[src/rtl/instr_fetch.sv]
// Beta fetch stage: issues word-aligned fetches to instruction memory, buffers
// in-order responses in a prefetch FIFO and hands them to decode; redirects
// flush the FIFO and discard responses still in flight.
// Optional build macro: INSTR_FETCH_ILLEGAL_CHECK_EN (per-entry illegal-opcode flag).
module instr_fetch #(
  parameter int unsigned           ADDR_W     = 32,
  parameter logic [ADDR_W-1:0]     RESET_PC   = '0,
  parameter int unsigned           FIFO_DEPTH = 2
) (
  input  logic              clk,
  input  logic              rst_n,
  output logic              imem_req_valid,
  input  logic              imem_req_ready,
  output logic [ADDR_W-1:0] imem_req_addr,
  input  logic              imem_rsp_valid,
  input  logic [31:0]       imem_rsp_data,
  input  logic              redirect_valid,
  input  logic [ADDR_W-1:0] redirect_pc,
  output logic              out_valid,
  input  logic              out_ready,
  output logic [31:0]       out_instr,
  output logic [ADDR_W-1:0] out_pc,
  output logic [ADDR_W-1:0] out_pc_plus4,
  output logic              out_illegal
);

  localparam int unsigned PTR_W = $clog2(FIFO_DEPTH);
  localparam int unsigned CNT_W = $clog2(FIFO_DEPTH + 1);
  localparam logic [ADDR_W-1:0] WORD_MASK        = ~ADDR_W'(3);
  localparam logic [ADDR_W-1:0] RESET_PC_ALIGNED = RESET_PC & WORD_MASK;

  typedef enum logic [1:0] {
    ST_BOOT,
    ST_RUN,
    ST_DRAIN
  } state_e;

  state_e            state_q, state_d;
  logic [ADDR_W-1:0] fetch_pc_q, fetch_pc_d;
  logic [ADDR_W-1:0] rsp_pc_q, rsp_pc_d;
  logic              req_valid_q, req_valid_d;
  logic [CNT_W-1:0]  outst_q, outst_d;
  logic [CNT_W-1:0]  stale_q, stale_d;
  logic [CNT_W-1:0]  count_q, count_d;
  logic [PTR_W-1:0]  rd_ptr_q, rd_ptr_d;
  logic [PTR_W-1:0]  wr_ptr_q, wr_ptr_d;
  logic [CNT_W:0]    inflight;

  logic [31:0]       instr_mem_q [FIFO_DEPTH];
  logic [ADDR_W-1:0] pc_mem_q    [FIFO_DEPTH];

  logic req_fire;
  logic push;
  logic pop;

  assign req_fire = req_valid_q & imem_req_ready;
  assign out_valid = (count_q != '0);
  assign pop  = out_valid & out_ready;
  // A response is kept only if nothing older is stale and no redirect is flushing this cycle.
  assign push = imem_rsp_valid & (stale_q == '0) & ~redirect_valid;

  always_comb begin
    // NOTE: every next-state signal gets its hold value first so no path leaves it unassigned (no latches).
    state_d     = state_q;
    fetch_pc_d  = fetch_pc_q;
    rsp_pc_d    = rsp_pc_q;
    outst_d     = outst_q;
    stale_d     = stale_q;
    count_d     = count_q;
    rd_ptr_d    = rd_ptr_q;
    wr_ptr_d    = wr_ptr_q;
    req_valid_d = req_valid_q;
    inflight    = '0;

    if (req_fire) begin
      fetch_pc_d = fetch_pc_q + ADDR_W'(4);
    end

    unique case ({req_fire, imem_rsp_valid})
      2'b10:   outst_d = outst_q + CNT_W'(1);
      2'b01:   outst_d = outst_q - CNT_W'(1);
      default: outst_d = outst_q;
    endcase

    if (imem_rsp_valid && (stale_q != '0)) begin
      stale_d = stale_q - CNT_W'(1);
    end

    if (push) begin
      wr_ptr_d = wr_ptr_q + PTR_W'(1);
      rsp_pc_d = rsp_pc_q + ADDR_W'(4);
    end
    if (pop) begin
      rd_ptr_d = rd_ptr_q + PTR_W'(1);
    end

    unique case ({push, pop})
      2'b10:   count_d = count_q + CNT_W'(1);
      2'b01:   count_d = count_q - CNT_W'(1);
      default: count_d = count_q;
    endcase

    unique case (state_q)
      ST_BOOT:  state_d = ST_RUN;
      ST_RUN:   state_d = ST_RUN;
      ST_DRAIN: if (stale_d == '0) state_d = ST_RUN;
      default:  state_d = ST_BOOT;
    endcase

    // Redirect wins over everything above; whatever is still outstanding after
    // this cycle's accept/response becomes stale.
    if (redirect_valid) begin
      fetch_pc_d = redirect_pc & WORD_MASK;
      rsp_pc_d   = redirect_pc & WORD_MASK;
      rd_ptr_d   = '0;
      wr_ptr_d   = '0;
      count_d    = '0;
      stale_d    = outst_d;
      if (state_q == ST_DRAIN || outst_d != '0) begin
        state_d = ST_DRAIN;
      end else begin
        state_d = ST_RUN;
      end
    end

    inflight = {1'b0, outst_d} + {1'b0, count_d};
    if (redirect_valid) begin
      req_valid_d = 1'b0;
    end else if (req_valid_q && !imem_req_ready) begin
      req_valid_d = 1'b1;
    end else begin
      req_valid_d = (state_d == ST_RUN) && (inflight < (CNT_W + 1)'(FIFO_DEPTH));
    end
  end

  always_ff @(posedge clk or negedge rst_n) begin
    if (!rst_n) begin
      state_q     <= ST_BOOT;
      fetch_pc_q  <= RESET_PC_ALIGNED;
      rsp_pc_q    <= RESET_PC_ALIGNED;
      req_valid_q <= 1'b0;
      outst_q     <= '0;
      stale_q     <= '0;
      count_q     <= '0;
      rd_ptr_q    <= '0;
      wr_ptr_q    <= '0;
    end else begin
      state_q     <= state_d;
      fetch_pc_q  <= fetch_pc_d;
      rsp_pc_q    <= rsp_pc_d;
      req_valid_q <= req_valid_d;
      outst_q     <= outst_d;
      stale_q     <= stale_d;
      count_q     <= count_d;
      rd_ptr_q    <= rd_ptr_d;
      wr_ptr_q    <= wr_ptr_d;
    end
  end

  // NOTE: FIFO storage is deliberately not reset; an entry is only read after count_q says it was written.
  always_ff @(posedge clk) begin
    if (push) begin
      instr_mem_q[wr_ptr_q] <= imem_rsp_data;
      pc_mem_q[wr_ptr_q]    <= rsp_pc_q;
    end
  end

`ifdef INSTR_FETCH_ILLEGAL_CHECK_EN
  logic ill_mem_q [FIFO_DEPTH];

  // Legal opcodes: 0x18-0x1F, then 0x20-0x3F except the ...111 slot of each group of eight.
  function automatic logic is_illegal(input logic [5:0] opcode);
    logic legal;
    legal = (opcode[5:3] == 3'd3) || (opcode[5] && (opcode[2:0] != 3'b111));
    return ~legal;
  endfunction

  always_ff @(posedge clk) begin
    if (push) begin
      ill_mem_q[wr_ptr_q] <= is_illegal(imem_rsp_data[31:26]);
    end
  end

  assign out_illegal = out_valid & ill_mem_q[rd_ptr_q];
`else
  assign out_illegal = 1'b0;
`endif

  assign imem_req_valid = req_valid_q;
  assign imem_req_addr  = fetch_pc_q;
  assign out_instr      = out_valid ? instr_mem_q[rd_ptr_q] : '0;
  assign out_pc         = out_valid ? pc_mem_q[rd_ptr_q]    : '0;
  assign out_pc_plus4   = out_valid ? (pc_mem_q[rd_ptr_q] + ADDR_W'(4)) : '0;

endmodule

[config.mk]
export PLATFORM = sky130hd
export DESIGN_NAME = instr_fetch
export DESIGN_NICKNAME = d
export VERILOG_FILES = /design/src/rtl/instr_fetch.sv
export SDC_FILE = /design/constraint.sdc
export NUM_CORES = 1
export LEC_CHECK = 0
export ABC_AREA = 1
export CORE_MARGIN = 5
export CORE_UTILIZATION = 53
export DETAILED_ROUTE_END_ITERATION = 16
export GPL_TIMING_DRIVEN = 1
export HOLD_SLACK_MARGIN = 0.05
export PLACE_DENSITY = 0.82
export SLEW_MARGIN = 15
export SYNTH_ARGS = -nofsm -noshare
export SYNTH_HDL_FRONTEND = slang
export SYNTH_SLANG_ARGS = --single-unit
[constraint.sdc]
create_clock -name clk -period 7.6 [get_ports clk]
set_input_delay 1.52 -clock clk [delete_from_list [all_inputs] [get_ports clk]]
set_output_delay 1.52 -clock clk [all_outputs]
set_load 0.01 [all_outputs]
# == Yosys cells after proc, flatten, opt, wreduce, memory -nomap -nowiden ==
# Memories as Yosys holds them, arrays and structs flattened.
# Cells that the tools add are included.
# Widths: inputs -> output; s select.
# op_classes
eq_ne,7
n_mul,0
shifts,0
mux,24
reduce_logical,15
bitwise,5
addsub,11
div,0
order_cmp,1
# op_table
cell,n
$mux 32,7
$add 32x3->32 const B,3
$mux 2,6
$pmux 2 s2,3
$reduce_bool 2->1,6
$eq 2x1->1 const B,4
$mux 1,8
$eq 2x2->1 const B,3
$logic_not 2->1,3
$sub 2x1->2 const B,3
$add 2x1->2 const B,2
$and 1x1->1,4
$add 2x2->3,1
$logic_and 1x1->1,3
$lt 3x2->1 const B,1
$add 1x1->1 const B,2
$reduce_or 2->1,1
$logic_not 1->1,1
$logic_or 1x1->1,1
$not 1->1,1
# totals
out_inout_bits,131
mem_count,2
mem_bits_ro,0
mem_bits_rw,128
latchBits,0
in_bits,70
register_bits,75
# memory_table
memory,depth,width,rd,rd_ports_with_merged_regs,write_ports,line_no,rtl
instr_mem_q,2,32,1,0,1,49,logic [31:0] instr_mem_q [FIFO_DEPTH];
pc_mem_q,2,32,1,0,1,50,logic [ADDR_W-1:0] pc_mem_q [FIFO_DEPTH];

# == Logic depth before layout (Yosys ltp) ==
# depth
ltp_word,11
ltp_mapped,16
mapped_depth_nobuf,15

# == Worst setup path before layout ==
# Ideal clock, no wire load.
# synth_timing
path_type,input -> register
from,input port redirect_valid
to,"memory instr_mem_q[1][0], enable pin"
t_required_ns,7.118
path_slack_ns,2.274
setup_time_ns,0.482
n_path_buf,2
t_arrival_ns,4.843
path_stages,5
path_cell_list,clkbuf_1 > nor2_1 > inv_1 > clkbuf_1 > nor2_1
# synth_between
elab_chain_cells,4
# synth_lines
element,line_no,rtl
start: declaration,17,"input logic redirect_valid,"
$not 1->1,60,assign push = imem_rsp_valid & (stale_q == '0) & ~redirect_valid;
$and 1x1->1,60,
$mux 1,162,if (push) begin
$mux 1 (not written as such),163,instr_mem_q[wr_ptr_q] <= imem_rsp_data;
end: declaration,49,
# Every way passes these cells.

# == Worst setup path after layout ==
# layout_timing
from,register rd_ptr_q
to,output port out_pc_plus4[30]
# layout_between
elab_chain_cells,3
# layout_lines
element,line_no,rtl
start: declaration,45,"logic [PTR_W-1:0] rd_ptr_q, rd_ptr_d;"
start signal: assignment,155,rd_ptr_q <= rd_ptr_d;
$mem_v2 2x32,--,
$add 32x3->32,193,assign out_pc_plus4 = out_valid ? (pc_mem_q[rd_ptr_q] + ADDR_W'(4)) : '0;
$mux 32,193,
end: declaration,23,"output logic [ADDR_W-1:0] out_pc_plus4,"
# Every way passes these cells.

==> flow_summary.toml <==
[placed_design]
placed_area_mm2 = 0.0126
dp_hpwl_um = 19700
dp_slack_ps = 1910
gp_congestion = 1.03
portBuffers = 191

[clocking]
cts_setup_buffers = 0
cts_max_level = 4
ctsHoldBuffers = 0
post_cts_resized = 0
cts_buffers = 17
cts_tree = "yes"
path_clk_slew_ps = 80
cts_buffer_depth = 2
cts.sinks = 195
cts_root_buf = "clkbuf_16"
worstSkewPairLatency_ps = 440

[yosys]
ys.flop_type = "edfxtp_1"
syn-cell-area_mm2 = 0.0104
synth_edf_count = 124
yosysUniqueCellTypes = 37
synth_area_leaders = "edfxtp_1 (36%), nand2_1 (18%), dfrtp_1 (17%), nor2_1 (6.6%), inv_1 (4.2%)"
synth_top_area_share_pct = 35.6
synthCells = 1326
ys_warn_count = 0
syn_area_per_cell_um2 = 7.88
async_flop_share_pct = 36.4
seq_area_frac_synth_pct = 52.6
synth_seq_cells = 195
synth_area_leader_cell = "edfxtp_1"

[worst_setup_path]
critPathMaxFanout = 66
cp.arrival_ps = 4060
worstSetupStartpoint = "rd_ptr_q$_DFFE_PN0P_"
rr_worst_depth = 15
crit_end = "out_pc_plus4[30]"
r2r-start = "stale_q[0]$_DFF_PN0_"
r2r_setup_slack_ps = 3400
path_class = "flop to primary output"
start_kind = "flop"
r2r_end = "imem_req_valid$_DFF_PN0_"
required_ps = 6080
cp-end-kind = "primary output"

[power_and_ir_drop]
power_frac_seq_pct = 39.5
power.switching_uw = 1360
p_clk_share_pct = 25.9
pwr-share-comb_pct = 34.6
power.density_mw_per_mm2 = 277
swShare_pct = 37.3
peakVddDrop_uv = 160
p_int_uw = 2300
power_leakage_uw = 0.00548

[cells_and_area]
final_cell_area_mm2 = 0.0132
diodes = 0
drive_above_1_share_pct = 4.28
fill_cells = 1578
synthToLayoutAreaGrowth_pct = 26.4
fin_nets = 1582
finish.utilization_pct = 67.8

[drt]
dr_total_vias = 9188
viasPerCell = 5.15
routed_wl_um = 27200
drc = 0
drt_iter0_drc = 712
wl_per_cell_um = 15.3
ant_nets = 0
first_pass_iters = 5

[worst_hold_path]
hold_start = "state_q[0]$_DFF_PN0_"
hold_path.class = "flop to flop"

[global_routing]
grt_pass1_wl_um = 43600
grt_max_degree = 83
grt_pass1_vias = 8681
grtUsageTotal_pct = 24.4
grt_overflow = 0
antenna_found_initial = 0

[floorplanning]
die_w_um = 150
die_y_um = 150
start_util_pct = 53.7
num_rows = 51
io_pins = 201
core_mm2 = 0.0195
die-area_mm2 = 0.0226

[sta]
setup_tns_ps = 0
hold_viol = 0
setup_viol = 0
rsz0062_at_grt = "no"
worst_slew_pin_slew_ps = 1170
finalCritPeriodShare_pct = 73.4
max_slew_margin_pct = 22.0
max_freq_mhz = 179
timing.final.crit_period_ps = 5580
drv_slew = 0
setup_ws_ps = 2020
skew_ps = 15.0

[run_status]
outcome = "finished, final reports clean"

[flow_run]
max_cap_viol_count = 0
## logic make-up after synthesis
group	count (synthesis)	share of synthesized area [%]
buffers and inverters	163	6.54
adders and majority gates	7	0.910
other	1	0.0359
and+or+nand+nor	815	31.2
xor gates and xnor gates	30	2.51
DFF	195	52.6
AOI/OAI and AO/OA	115	6.16
## per-layer routing
| metal | global-route usage [%] | share of wire (%) |
|---|---|---|
| met5 | 0 | 0 |
| met4 | 8.83 | 2.6 |
| met3 | 4.73 | 7.6 |
| met2 | 39.1 | 47 |
| met1 | 33.2 | 43 |
## cells in the final DEF, fill, tap and decap left out, types with 2 or more instances in the layout
| cell type | n |
|---|---|
| nand3b_1 | 4 |
| o21ai_1 | 3 |
| xnor2_1 | 4 |
| inv_6 | 2 |
| edfxtp_1 | 124 |
| inv_2 | 2 |
| xor2_1 | 26 |
| nor2_4 | 4 |
| a21oi_1 | 54 |
| o221ai_1 | 4 |
| ha_1 | 6 |
| nor2_2 | 7 |
| conb_1 | 7 |
| nand2_2 | 7 |
| nor2_1 | 181 |
| nand3_1 | 75 |
| o21ai_0 | 33 |
| clkbuf_16 | 17 |
| inv_1 | 116 |
| buf_4 | 8 |
| nand4_1 | 8 |
| dfrtp_1 | 70 |
| nor3_1 | 14 |
| clkdlybuf4s50_1 | 190 |
| or2_2 | 2 |
| o21bai_1 | 2 |
| inv_12 | 6 |
| o311ai_0 | 2 |
| clkinv_8 | 6 |
| o211ai_1 | 11 |
| nand2_1 | 511 |
| a31oi_1 | 3 |
## power by group through the flow
stage	registers [uW]	logic (uW)	clock network, uW
floorplan	1440	718	0
global placement	1450	1240	0
CTS	1440	1270	962
finish	1440	1270	947
global route	1470	1410	1000
detailed placement	1460	1260	0
## how the worst min path moves through the flow
stage | to | slack (ps) | depth (start not counted)
6_report | state_q[1]$_DFF_PN0_ | 550 | 3
5_1_grt | pc_mem_q[0][7]$_DFFE_PP_ | 560 | 0
4_1_cts | pc_mem_q[0][7]$_DFFE_PP_ | 540 | 0
3_5_place_dp | pc_mem_q[1][7]$_DFFE_PP_ | 530 | 0
3_3_place_gp | state_q[1]$_DFF_PN0_ | 510 | 3
2_1_floorplan | pc_mem_q[0][31]$_DFFE_PP_ | 480 | 0
## critical path, stage by stage, from the launching register on
cell             delay [ps]
dfrtp_2                 390
buf_4                   340
inv_2                   830
nand2_1                 160
nand2_1                 180
ha_1                    210
nand2_2                  70
nor2_1                  300
inv_1                   100
nor2_2                  190
nand2_1                  70
nand2_1                  50
nand2_1                  40
nor2_1                   80
clkdlybuf4s50_1         560
## final cells by class
class | count | area [um2] | area share, %
clock inverter | 15 | 224 | 1.70
sequential | 195 | 5500 | 41.7
tap | 265 | 332 | 2.51
timing repair buffer | 199 | 1970 | 14.9
multi-input combinational | 974 | 4310 | 32.6
inverter | 118 | 443 | 3.36
clock buffer | 17 | 425 | 3.22
## state kept, by name, summed over array words and instances, names as in the netlist, 2 cells and up
| name | count |
|---|---|
| count_q | 2 |
| imem_req_addr | 30 |
| instr_mem_q | 64 |
| outst_q | 2 |
| pc_mem_q | 60 |
| rsp_pc_q | 30 |
| stale_q | 2 |
| state_q | 2 |
## synthesized netlist by cell type, types with 7 or more instances
master / instances
edfxtp_1: 124
o21ai_0: 33
clkbuf_1: 19
nand2_2: 7
nand2_1: 511
buf_2: 9
xor2_1: 26
o211ai_1: 11
nand4_1: 8
inv_1: 116
nor2_1: 184
nor2_2: 7
buf_4: 10
a21oi_1: 54
nand3_1: 75
nor3_1: 14
dfrtp_1: 71
## through the flow
step,total power [uW],hold slack (ps),instances
after floorplan,2160,477,1332
after global placement,2700,513,1751
after detailed placement,2730,532,1751
after CTS,3680,541,1783
after global routing,3880,559,1783
final,3660,549,1783
Note: power is estimated with default switching activity, not from simulation.
